File: src/rtl/byte_packer.sv
// byte_packer
//   Packs a ready/valid byte stream into words of BYTES bytes. The first byte
//   of a word lands in bits [IN_W-1:0]. A byte flagged with io_in_last closes
//   the word early. The unfilled upper bytes of such a word are zero.
//   The finished word sits in an output register until the consumer takes it.
//   A word that completes in the same cycle as the held word is taken replaces
//   the held word directly, so a continuous stream runs at one byte per cycle.
//
// Ports
//   clk           sole clock; all state changes on its rising edge
//   reset         asynchronous, active-low reset
//   io_in_ready   a byte can be accepted (= !io_out_valid | io_out_ready)
//   io_in_valid   a byte is offered
//   io_in_bits    byte data
//   io_in_last    the offered byte closes the current word
//   io_out_ready  the consumer accepts the held word
//   io_out_valid  the output register holds a word
//   io_out_bits   packed word
//   io_out_count  number of valid bytes in the word (1..BYTES)
//   io_out_last   the word was closed by io_in_last
//
// Optional build macro
//   BYTE_PACKER_TIMEOUT_EN  When defined, a partial word is flushed after
//                           TIMEOUT idle cycles. The flushed word has
//                           last=0 and count=idx.

module byte_packer #(
    parameter int IN_W    = 8,
    parameter int BYTES   = 4,
    parameter int TIMEOUT = 16
) (
    input  logic                   clk,
    input  logic                   reset,
    output logic                   io_in_ready,
    input  logic                   io_in_valid,
    input  logic [IN_W-1:0]        io_in_bits,
    input  logic                   io_in_last,
    input  logic                   io_out_ready,
    output logic                   io_out_valid,
    output logic [IN_W*BYTES-1:0]  io_out_bits,
    output logic [$clog2(BYTES):0] io_out_count,
    output logic                   io_out_last
);

    localparam int OUT_W = IN_W * BYTES;
    localparam int CNT_W = $clog2(BYTES) + 1;
    localparam int IDX_W = (BYTES > 1) ? $clog2(BYTES) : 1;

    logic [IDX_W-1:0] idx;
    logic [OUT_W-1:0] acc;
    logic [OUT_W-1:0] merged;
    logic             in_fire;
    logic             out_fire;
    logic             complete;
    logic             flush;

    // A slot frees up when the held word leaves in this same cycle.
    // The ready signal looks only at the output side.
    assign io_in_ready = !io_out_valid || io_out_ready;
    assign in_fire     = io_in_valid && io_in_ready;
    assign out_fire    = io_out_valid && io_out_ready;
    assign complete    = in_fire && ((idx == IDX_W'(BYTES - 1)) || io_in_last);

    // Accumulator with the incoming byte placed in its slot. This value feeds
    // both the accumulator update and the output load, so a completing byte
    // reaches the output without an extra cycle.
    always_comb begin
        merged = acc;
        merged[idx*IN_W +: IN_W] = io_in_bits;
    end

`ifdef BYTE_PACKER_TIMEOUT_EN
    localparam int IDLE_W = $clog2(TIMEOUT + 1);

    logic [IDLE_W-1:0] idle_cnt;

    // Counts idle cycles while a partial word is pending. The count saturates.
    // Any accepted byte, or an empty accumulator, restarts the count.
    always_ff @(posedge clk or negedge reset) begin
        if (!reset) begin
            idle_cnt <= '0;
        end else if (in_fire || (idx == '0) || flush) begin
            idle_cnt <= '0;
        end else if (idle_cnt != IDLE_W'(TIMEOUT)) begin
            idle_cnt <= idle_cnt + IDLE_W'(1);
        end
    end

    // A flush needs room in the output register. It never fires in a cycle
    // where a byte is accepted; the accepted byte takes priority.
    // With io_in_ready high, that means no byte is being offered.
    assign flush = (idle_cnt == IDLE_W'(TIMEOUT)) && (idx != '0) &&
                   io_in_ready && !io_in_valid;
`else
    logic unused_timeout;

    // TIMEOUT only has an effect when the idle flush is compiled in.
    assign unused_timeout = (TIMEOUT == 0);
    assign flush          = 1'b0;
`endif

    always_ff @(posedge clk or negedge reset) begin
        if (!reset) begin
            idx          <= '0;
            acc          <= '0;
            io_out_valid <= 1'b0;
            io_out_bits  <= '0;
            io_out_count <= '0;
            io_out_last  <= 1'b0;
        end else if (complete) begin
            // This branch also covers reloading while the old word leaves.
            io_out_bits  <= merged;
            io_out_count <= CNT_W'(idx) + CNT_W'(1);
            io_out_last  <= io_in_last;
            io_out_valid <= 1'b1;
            idx          <= '0;
            acc          <= '0;
        end else if (flush) begin
            io_out_bits  <= acc;
            io_out_count <= CNT_W'(idx);
            io_out_last  <= 1'b0;
            io_out_valid <= 1'b1;
            idx          <= '0;
            acc          <= '0;
        end else begin
            if (in_fire) begin
                acc <= merged;
                idx <= idx + IDX_W'(1);
            end
            // A taken word keeps bits/count/last; only valid drops.
            if (out_fire) begin
                io_out_valid <= 1'b0;
            end
        end
    end

endmodule

File: config.mk
export PLATFORM = sky130hd
export DESIGN_NAME = byte_packer
export DESIGN_NICKNAME = d
export VERILOG_FILES = /design/src/rtl/byte_packer.sv
export SDC_FILE = /design/constraint.sdc
export NUM_CORES = 1
export LEC_CHECK = 0
export ABC_AREA = 1
export BUFFER_PORTS_ARGS = -buffer_cell sky130_fd_sc_hd__clkbuf_2
export CAP_MARGIN = 5
export CORE_MARGIN = 2
export CORE_UTILIZATION = 30
export CTS_CLUSTER_SIZE = 40
export DETAILED_ROUTE_END_ITERATION = 8
export HOLD_SLACK_MARGIN = 0.1
export MAX_ROUTING_LAYER = met4
export SYNTH_ARGS = -nofsm -noshare
export SYNTH_HDL_FRONTEND = slang
export SYNTH_SLANG_ARGS = --single-unit
File: constraint.sdc
create_clock -name clk -period 2.3 [get_ports clk]
set_input_delay 0.345 -clock clk [delete_from_list [all_inputs] [get_ports clk]]
set_output_delay 0.345 -clock clk [all_outputs]
set_load 0.01 [all_outputs]
==> qor.txt <==
Crit Path Max Fanout: 12
outcome: completed
Min Hold Slack: 0.2870 ns
Fin Setup TNS: 0 ns
Synth Warn #: 0
Core Rows: 38
Mapped Nets: 463
sequential area share after synthesis: 52.51%
Syn Inst Count: 444
R2R Path End: io_out_bits[27]
CTS H-tree lvls: 3
worst-margin pin slew: 0.5428 ns
Nets: 514
post-synthesis register bit count: 71
startpoint type of the worst setup path: flip-flop
RR Startpoint: idx[0]
Worst Skew: 0.004815 ns
Hold Fails Final Rpt: 0
initial antenna violation count: 0
post-CTS resize count: 0
Max Fclk: 0.5396 GHz
maxcap violations: 0
WHS Endpoint: io_out_last
required time of the critical path: 2.52 ns
Syn Area/Cell: 7.620 um2
wire per inst: 12.65 um
global-route wire length before repair: 14010 um
Worst R2R Setup Slack: 0.45 ns
worst-skew pair later-pin latency: 0.33 ns
Synth-to-Final Area Change: 20.49%
Final Max Slew Viols: 0
gr usage total: 15.55%
slew margin rel.: 63.76%
TritonRoute pass-1 iters: 5
number of port buffers: 50
DRC viols: 0
Setup violations, final: 0
ANT cells: 0
# placed instances: 623
CP endpoint kind: flip-flop
Final period util: 80.57%
total I/O pin count: 51
GRT overflow: 0
dpl hpwl: 5650 um
R2R cell count: 9
gpl congestion: 0.8565
die span in y: 110.2 um
TritonCTS clock tree: yes
post-place setup slack: 0.4944 ns
clock sinks: 71
clk buf depth: 2
CP arrival: 2.08 ns
CTS Hold Bufs: 1
Root Buffer Master: clkbuf_16
Yosys cell types: 21
hold path depth: 3
Post-CTS Setup Inserts: 0
WS Path Type: reg -> reg
largest net degree at the start of global routing: 72
Syn Std Cell Area: 3383 um2
core box area: 10940 um2
Hold WC Path Type: in -> reg
FILL cells: 1151
drt initial violations: 143
vias in the first global route: 2841
RSZ-0062 raised after global routing: false
starting density of the core: 30.94%
power per cell area: 850.9 nW/um2
Post-Layout Cell Count: 640
Die ar.: 12140 um2
routed wire length: 8099 um
Avg Vias per Cell: 4.377
Pleak: 2.364 nW
post-route ant nets: 0
share of cells above drive strength 1: 18.40%
Worst Slack Setup Final: 0.4469 ns
Reg clk slew, reported paths: 0.06 ns
TritonCTS Buffers: 9
Die Width: 110.2 um
Final min period: 1.853 ns
Max IR drop VDD: 288.2 uV
startpoint of the worst hold path: io_in_last
Via Count: 2801
-- report_power, final --
group          internal, mW  total, mW  switching, mW
sequential             1.35       1.41         0.0575
clock                 0.862       1.39          0.524
combinational         0.198      0.677          0.479
-- cells in the final DEF, fill, tap and decap left out --
cell type        n
nand2_1        275
dfrtp_1         71
clkbuf_2        49
inv_1           16
nor2_1          13
clkbuf_16        9
nand3_1          8
nand4_1          8
inv_2            6
o21ai_0          6
ha_1             6
buf_4            6
o21ai_1          4
o21ai_2          4
nor2_2           3
clkinv_2         3
nand2_4          2
clkinvlp_4       2
nand3_2          1
nor2_4           1
nand3_4          1
nand2_2          1
bufinv_16        1
clkbuf_8         1
dlygate4sd3_1    1
buf_2            1
buf_12           1
-- routing by layer --
layer / wire length (um) / GRT usage, % / share of wire, %
met1: 3902 / 20.28 / 48
met2: 3664 / 23.27 / 45
met3: 346 / 2.881 / 4.3
met5: 0 / - / 0
met4: 186 / 7.679 / 2.3
-- how the worst max path moves through the flow --
stage / slack, ns / end / start
2_1_floorplan: 0.64 / acc[0] / idx[0]
3_3_place_gp: 0.52 / io_out_bits[27] / idx[0]
3_5_place_dp: 0.49 / io_out_bits[31] / idx[0]
4_1_cts: 0.48 / io_out_bits[27] / idx[0]
5_1_grt: 0.25 / io_out_bits[15] / idx[0]
6_report: 0.45 / io_out_bits[27] / idx[0]
-- synth_stat cells --
master,n,share of area [%]
buf_2,10,1.5
buf_4,3,0.67
buf_6,2,0.67
clkbuf_1,3,0.33
dfrtp_1,71,53
ha_1,6,2.2
inv_1,16,1.8
inv_2,6,0.67
nand2_1,275,31
nand2_2,1,0.19
nand2_4,2,0.67
nand3_1,8,1.2
nand3_2,1,0.30
nand3_4,1,0.52
nand4_1,8,1.5
nor2_1,13,1.4
nor2_2,3,0.55
nor2_4,1,0.33
o21ai_0,6,0.89
o21ai_1,4,0.59
o21ai_2,4,1.0
-- through the flow --
stage                     instance area, um2  power (mW)  utilization, %
after floorplan                         3383       1.892               -
after global placement                  3767       2.096           34.45
after detailed placement                3767       2.109           34.45
after CTS                               4076       3.506           37.28
after global routing                    4076       3.670           37.28
final                                   4076       3.469           37.28
-- state kept, by name, indices dropped and copies added, names as in the netlist --
| signal | flops |
|---|---|
| io_out_count | 3 |
| io_out_bits | 32 |
| idx | 2 |
| io_out_last | 1 |
| acc | 32 |
| io_out_valid | 1 |
-- area by class of cell --
class                      count  area (um2)  share of cell area, %
clock buffer                  10       239.0                  5.862
clock inverter                 6       60.06                  1.473
inverter                      22       82.58                  2.026
multi-input combinational    333        1418                  34.78
sequential                    71        1777                  43.58
tap                          140       175.2                  4.297
timing repair buffer          58       325.3                  7.980
-- critical path, stage by stage, from the launching register on --
cell and delay (ns):
dfrtp_1 0.38, inv_1 0.22, ha_1 0.45, inv_2 0.22, nand2_1 0.10, nor2_1 0.07, nand2_1 0.09, nand2_1 0.08
nand2_1 0.07, nand2_1 0.05
-- cell families (layout without fill, tap and decap cells) --
group	count (synthesis)	after routing	share of synthesized area, %
AND/OR/NAND/NOR	313	313	37.17
adder cells (fa/ha/maj)	6	6	2.219
flip-flops	71	71	52.51
buffers and inverters	40	96	5.584
AO/OA/AOI/OAI	14	14	2.515
No activity file was read; power rests on OpenSTA's default activity.
